`src/rtl/lane_scan_judge.sv`:
```
// Lane stripe / hit-bar pixel classifier with per-frame key sampling, press pulses and flash timers.
// Define LANE_FLASH_EN to build the per-lane flash counters; otherwise flash_on is tied low.
module lane_scan_judge #(
  parameter int unsigned HIT_Y        = 420,
  parameter int unsigned HIT_H        = 8,
  parameter int unsigned FLASH_FRAMES = 8
) (
  input  logic       Clk,
  input  logic       Reset,
  input  logic       frame_clk,
  input  logic [7:0] keycode,
  input  logic [9:0] DrawX,
  input  logic [9:0] DrawY,
  input  logic [9:0] lane_x0,
  input  logic [9:0] lane_x1,
  input  logic [9:0] lane_x2,
  input  logic [9:0] lane_x3,
  input  logic [9:0] lane_x4,
  input  logic [9:0] lane_s,
  output logic [4:0] lane_on,
  output logic       hit_zone,
  output logic       flash_on,
  output logic [2:0] key_lane,
  output logic [4:0] press
);

  localparam logic [10:0] HIT_LO = 11'(HIT_Y);
  localparam logic [10:0] HIT_HI = 11'(HIT_Y + HIT_H);
  localparam logic [2:0]  NONE   = 3'd7;

  // ---------------- frame tick ----------------
  logic sync1_q, sync2_q, hist_q, tick_q;

  always_ff @(posedge Clk) begin
    if (Reset) begin
      sync1_q <= 1'b1;
      sync2_q <= 1'b1;
      hist_q  <= 1'b1;
      tick_q  <= 1'b0;
    end else begin
      sync1_q <= frame_clk;
      sync2_q <= sync1_q;
      hist_q  <= sync2_q;
      tick_q  <= sync2_q & ~hist_q;
    end
  end

  // ---------------- key decode / press ----------------
  logic [2:0] dec_lane;
  logic [2:0] key_lane_q, key_lane_d;
  logic [4:0] press_q, press_d;
  logic [4:0] new_press;

  always_comb begin
    dec_lane = NONE;
    case (keycode)
      8'h04:   dec_lane = 3'd0;
      8'h16:   dec_lane = 3'd1;
      8'h07:   dec_lane = 3'd2;
      8'h09:   dec_lane = 3'd3;
      8'h0A:   dec_lane = 3'd4;
      default: dec_lane = NONE;
    endcase
  end

  // key_lane_q doubles as the previous-tick lane: both load the decoded lane on every tick
  always_comb begin
    new_press  = '0;
    key_lane_d = key_lane_q;
    if (tick_q) begin
      key_lane_d = dec_lane;
      if (dec_lane != NONE && dec_lane != key_lane_q)
        new_press = 5'(5'b00001 << dec_lane);
    end
    press_d = new_press;
  end

  always_ff @(posedge Clk) begin
    if (Reset) begin
      key_lane_q <= NONE;
      press_q    <= '0;
    end else begin
      key_lane_q <= key_lane_d;
      press_q    <= press_d;
    end
  end

  assign key_lane = key_lane_q;
  assign press    = press_q;

  // ---------------- flash counters ----------------
  logic [4:0] cnt_nz;

`ifdef LANE_FLASH_EN
  logic [3:0] cnt_q [5];
  logic [3:0] cnt_d [5];

  always_comb begin
    cnt_nz = '0;
    for (int unsigned i = 0; i < 5; i++) begin
      cnt_d[i]  = cnt_q[i];
      cnt_nz[i] = (cnt_q[i] != 4'd0);
      if (tick_q) begin
        if (new_press[i])
          cnt_d[i] = 4'(FLASH_FRAMES);
        else if (cnt_q[i] != 4'd0)
          cnt_d[i] = cnt_q[i] - 4'd1;
      end
    end
  end

  always_ff @(posedge Clk) begin
    if (Reset) begin
      for (int unsigned i = 0; i < 5; i++) cnt_q[i] <= '0;
    end else begin
      for (int unsigned i = 0; i < 5; i++) cnt_q[i] <= cnt_d[i];
    end
  end
`else
  assign cnt_nz = '0;
`endif

  // ---------------- pixel pipeline ----------------
  logic [9:0]  lx [5];
  logic [10:0] diff;
  logic [9:0]  d_d [5];
  logic [9:0]  d_q [5];
  logic [9:0]  s_q, dy_q;

  always_comb begin
    lx[0] = lane_x0;
    lx[1] = lane_x1;
    lx[2] = lane_x2;
    lx[3] = lane_x3;
    lx[4] = lane_x4;
  end

  // 11-bit difference keeps the sign, so centres near column 0 never wrap
  always_comb begin
    diff = '0;
    for (int unsigned i = 0; i < 5; i++) begin
      diff   = {1'b0, DrawX} - {1'b0, lx[i]};
      d_d[i] = diff[10] ? (~diff[9:0] + 10'd1) : diff[9:0];
    end
  end

  // Distances reset to all-ones so lane_on stays low while the pipeline refills
  always_ff @(posedge Clk) begin
    if (Reset) begin
      for (int unsigned i = 0; i < 5; i++) d_q[i] <= '1;
      s_q  <= '0;
      dy_q <= '0;
    end else begin
      for (int unsigned i = 0; i < 5; i++) d_q[i] <= d_d[i];
      s_q  <= lane_s;
      dy_q <= DrawY;
    end
  end

  logic [4:0] lane_on_d, lane_on_q;
  logic       hit_d, hit_q, flash_d, flash_q, in_rows;

  always_comb begin
    lane_on_d = '0;
    for (int unsigned i = 0; i < 5; i++) lane_on_d[i] = (d_q[i] <= s_q);
    in_rows = ({1'b0, dy_q} >= HIT_LO) && ({1'b0, dy_q} < HIT_HI);
    hit_d   = in_rows && (|lane_on_d);
    flash_d = hit_d && (|(lane_on_d & cnt_nz));
  end

  always_ff @(posedge Clk) begin
    if (Reset) begin
      lane_on_q <= '0;
      hit_q     <= 1'b0;
      flash_q   <= 1'b0;
    end else begin
      lane_on_q <= lane_on_d;
      hit_q     <= hit_d;
      flash_q   <= flash_d;
    end
  end

  assign lane_on  = lane_on_q;
  assign hit_zone = hit_q;
  assign flash_on = flash_q;

endmodule
```
`config.mk`:
```
export PLATFORM = sky130hd
export DESIGN_NAME = lane_scan_judge
export DESIGN_NICKNAME = d
export VERILOG_FILES = /design/src/rtl/lane_scan_judge.sv
export SDC_FILE = /design/constraint.sdc
export NUM_CORES = 1
export LEC_CHECK = 0
export ABC_AREA = 0
export BUFFER_PORTS_ARGS = -buffer_cell sky130_fd_sc_hd__buf_2
export CORE_UTILIZATION = 60
export DETAILED_ROUTE_END_ITERATION = 16
export GPL_TIMING_DRIVEN = 0
export PLACE_DENSITY = 0.9
export SLEW_MARGIN = 5
export SYNTH_ARGS = -nofsm -noshare
export SYNTH_HDL_FRONTEND = slang
export SYNTH_SLANG_ARGS = --single-unit
```
`constraint.sdc`:
```
create_clock -name Clk -period 3.92 [get_ports Clk]
set_input_delay 0.196 -clock Clk [delete_from_list [all_inputs] [get_ports Clk]]
set_output_delay 0.196 -clock Clk [all_outputs]
set_load 0.05 [all_outputs]
```
Word-level counts from Yosys, hierarchy flattened --
Memory sizes are Yosys's and may differ from the RTL's. Cells that the tools add are included.
Operators by class: $add $sub $neg 10, magnitude comparators 7, equality and inequality tests 7, shifts and indexed selects 1, multiplexer cells 14, bitwise logic cells 14, reduce and logical (&&, ||, !) cells 5
Operators by type and width (count):
- two-way mux 10 bit | 10
- subtractor 10 x 10 -> 11 bit | 5
- adder 10 x 1 -> 10 bit (second input constant) | 5
- less-or-equal comparator 10 bit | 5
- NOT 10 bit | 5
- == test 8 x 3 -> 1 bit (second input constant) | 2
- == test 8 x 4 -> 1 bit (second input constant) | 2
- case mux 3 bit (5 select lines) | 1
- greater-or-equal comparator 10 x 9 -> 1 bit (second input constant) | 1
- < comparator 10 x 9 -> 1 bit (second input constant) | 1
- == test 8 x 5 -> 1 bit (second input constant) | 1
- bitwise OR 1 bit | 5
- OR reduction 5 bit | 1
- left shift 1 x 3 -> 5 bit (first input constant) | 1
- logical AND 1 bit | 3
- two-way mux 1 bit | 3
- inequality test 3 bit | 1
- inequality test 3 bit (second input constant) | 1
- NOT 1 bit | 3
- OR reduction 3 bit | 1
- bitwise AND 1 bit | 1
Word-level totals: register bits 38, RAM bits 50, input bits 91, memories kept 1
Memory list:
- d_q | words 5, bits a word 10, rd ports 5, clocked after memory_dff 0, wr ports 5, RTL line 127 | logic [9:0] d_q [5];

Depth between registers and ports, before layout --
word-level depth 6, mapped depth 10, mapped depth without buffers 10

Worst setup path before layout --
OpenSTA, ideal clock, no wires.
path kind input port to flip-flop, start point in DrawX[0], end point mem d_q[2][8] (netlist: d_q[0][28]), data arrival time 2.293 ns, path slack 1.505 ns, cell stages on the path 9, buffers on the path 0, path through inv_1 ha_1 fa_1 nor2b_1 o31a_1 a21oi_1 a211o_1 or4_1 a311o_1
RTL lines:
- start, declared | RTL line 12 | input logic [9:0] DrawX,
- end, declared | RTL line 127

==> flow_metrics.py <==
metrics = {
    "cells_and_area": {
        "seqCellArea_sq_um": 1720,
        "nFillCells": 963,
        "multiInputGateArea_sq_um": 4980,
        "drive_gt1_share_pct": 14.1,
        "final_nets": 1157,
        "mostFrequentLayoutCell": "ha_1",
        "syn2layout_area_growth_pct": 13.4,
        "most-common-layout-cells": "ha_1 (105), buf_2 (100), dfxtp_1 (86)",
        "antennaDiodeCount": 0,
    },
    "route": {
        "vias": 6538,
        "drtIter0Drc": 488,
        "detail_route.vias_per_cell": 5.93,
        "route.detailed.drc": 0,
        "ant_nets": 0,
        "detail_route.wirelength_um": 17400,
        "drt_pass1_iterations": 5,
        "routedWlPerCell_um": 15.8,
    },
    "yosys": {
        "synth_cell_types": 73,
        "ys_async_sr_fraction_pct": 0,
        "synth_warnings": 0,
        "syn_area_per_cell_sq_um": 8.35,
        "synth_edf_count": 0,
        "synth_nets": 1046,
        "synth_seq_cells": 86,
        "synth-main-ff-cell": "dfxtp_1",
        "ys_seq_area_share_pct": 24.4,
        "synth_cells": 845,
        "syn-cell-area_sq_um": 7060,
    },
    "floorplan": {
        "die-area_sq_um": 12200,
        "core_area_sq_um": 11400,
        "start_util_pct": 61.8,
        "io_pins": 106,
        "row_count": 39,
        "die_w_um": 110,
        "dieHeight_um": 110,
    },
    "critical_path": {
        "crit_required_ns": 4.15,
        "worst-setup-path-type": "input port to flop",
        "crit_path_top_delay_cell": "a2111oi_1",
        "worstPathCellList": "buf_2 -> inv_1 -> ha_1 -> fa_1 -> nor2b_1 -> o21ai_0 -> xor2_1 -> o2111ai_1 -> a2111oi_1 -> o21ai_1 -> o31a_1",
        "rrSetupSlack_ns": 1.78,
        "cp_max_fo": 5,
        "cp.depth": 11,
        "end_kind": "flop",
        "crit_family": "compound AO/OA/AOI/OAI gates",
        "path_buf_inv": 2,
        "reg2reg_depth": 9,
        "worst_setup_path_start_kind": "input port",
        "rr_endpoint": "hit_zone",
        "max_stage_delay_ns": 0.57,
        "r2r-start": "s_q[3]",
        "worstPathArrival_ns": 2.81,
    },
    "place": {
        "place.gp.congestion": 0.907,
        "port-buffer-count": 100,
        "dp_hpwl_um": 14000,
    },
    "global_routing": {
        "antenna_found_initial": 0,
        "grt.overflow.total": 0,
        "grt_first_pass_wirelength_um": 29000,
        "grt_pass1_vias": 6179,
        "grt_max_degree": 14,
        "grtUsageTotal_pct": 29.2,
    },
    "job": {
        "maxCapViolations": 0,
    },
    "timing": {
        "max_freq_mhz": 387,
        "slew_headroom_pct": 53.3,
        "fin_setup_tns_ns": 0,
        "rsz0062_at_grt": "no",
        "hold_ws_ns": 0.0366,
        "setup_viol": 0,
        "skew_ns": 0.00759,
        "finalMaxSlewViolations": 0,
        "period_minus_slack_ns": 2.59,
        "period_share_pct": 66.0,
        "hold_viol": 0,
        "tightest_slew_ns": 0.701,
    },
    "power": {
        "p_per_area_nw_per_um2": 363,
        "leakagePower_nw": 3.79,
        "ir_worst_vdd_mv": 0.349,
    },
    "clock_tree": {
        "cts.sinks": 86,
        "cts_tree": "done",
        "clock_latency_ns": 0.34,
        "cts_root_buffer": "clkbuf_16",
        "post-cts-setup-buffers": 0,
        "cts_resized": 0,
        "cts_made_buffers": 9,
        "postCtsHoldBufs": 0,
        "ctsHtreeMaxLevel": 3,
        "clk_pin_slew_ns": 0.06,
        "clk_path_buf_depth": 2,
    },
    "outcome": {
        "outcome": "finished clean",
    },
    "min_path": {
        "whs_endpoint": "sync1_q",
        "hold_class": "input port to flop",
        "hold_depth": 2,
        "hold_path.startpoint": "frame_clk",
    },
}
[cell usage after synthesis, drive strengths merged, types with 3 or more instances]
cell     count  area (sq um)
ha         105          1310
dfxtp       86          1720
inv         75           282
nand2       72           270
a21oi       54           274
o21ai       45           233
nor2b       39           246
nor2        29           109
nand3       27           135
xor2        26           228
a21o        22           165
o21a        19           143
or3         18           113
nor3        17          85.1
xnor2       17           149
a211oi      12          95.1
nor3b       11          82.6
clkbuf      10          37.5
nand4       10          62.6
mux2i        9          90.1
nand2b       9          56.3
or2          9          56.3
and3         8          50.1
o2111ai      8          70.1
o211ai       8          60.1
a2111oi      6          67.6
and3b        6          52.6
nor4         6          43.8
or4          6          48.8
a311oi       5          43.8
and2         5          31.3
fa           5           100
nand4b       5          43.8
o31a         5          43.8
a211o        4          35.0
a311o        4          40.0
a31oi        4          25.0
o22ai        4          25.0
a21boi       3          22.5
buf          3          30.0
o2111a       3          33.8
[how the worst max path moves through the flow]
stage | start | slack, ns | to
2_1_floorplan | DrawX[0] | 1.50 | d_q[0][28]
3_3_place_gp | DrawX[1] | 1.12 | d_q[0][28]
3_5_place_dp | DrawX[1] | 1.04 | d_q[0][19]
4_1_cts | DrawX[1] | 1.38 | d_q[0][19]
5_1_grt | DrawX[1] | 1.11 | d_q[0][19]
6_report | DrawX[0] | 1.33 | d_q[0][19]
[stage by stage]
| step | worst slack (ns) | total power, W | area, sq um | std cells | util, % |
|---|---|---|---|---|---|
| 6_report | 1.33 | 0.00291 | 8010 | 1103 | 70.1 |
| 3_5_place_dp | 1.04 | 0.00213 | 7740 | 1088 | 67.8 |
| 5_1_grt | 1.11 | 0.00310 | 8010 | 1103 | 70.1 |
| 3_3_place_gp | 1.12 | 0.00207 | 7740 | 1088 | 67.8 |
| 4_1_cts | 1.38 | 0.00290 | 8010 | 1103 | 70.1 |
| 2_1_floorplan | 1.50 | 0.00185 | 7060 | 845 | - |
[per-layer routing]
metal  part of all wire [%]  global-route usage [%]  vias up
met4                    3.3                    13.6        0
met3                    5.5                    4.01       46
met1                     45                    36.9     2958
li1                       -                       -     3304
met5                      0                       0        -
met2                     47                    49.2      230
[sequential cells by signal, summed over array words and instances, names as in the netlist, 3 cells and up]
name / flops
d_q: 50
dy_q: 8
press: 5
lane_on: 5
s_q: 10
key_lane: 3
[cell type report]
type,count,area share (%)
multi-input cells,670,62.3
flip-flops and latches,86,21.5
repair buffers,100,6.25
inverters,76,3.56
clock buffers,12,3.08
well taps,143,2.23
plain buffers,13,0.844
clock inverters,3,0.266
[power breakdown]
part           internal [W]  switching, W  total [W]  leakage [nW]
Combinational      0.000468      0.000648    0.00112          2.94
Sequential         0.000985     0.0000426    0.00103         0.715
Clock              0.000443      0.000321   0.000763         0.129
Total               0.00190       0.00101    0.00291          3.79
[kinds of logic (layout without fill, tap and decap cells)]
kind of cell               Yosys count  in the layout  synth area share [%]
and+or+nand+nor                    285            285                  22.1
other                                1              1                0.0531
muxes                               11             11                  1.75
buffers and inverters               89            204                  5.00
DFF                                 86             86                  24.4
AOI/OAI and AO/OA                  220            220                  21.4
xor gates and xnor gates            43             43                  5.33
adders and majority gates          110            110                  20.0
(Power assumes the default switching activity.)
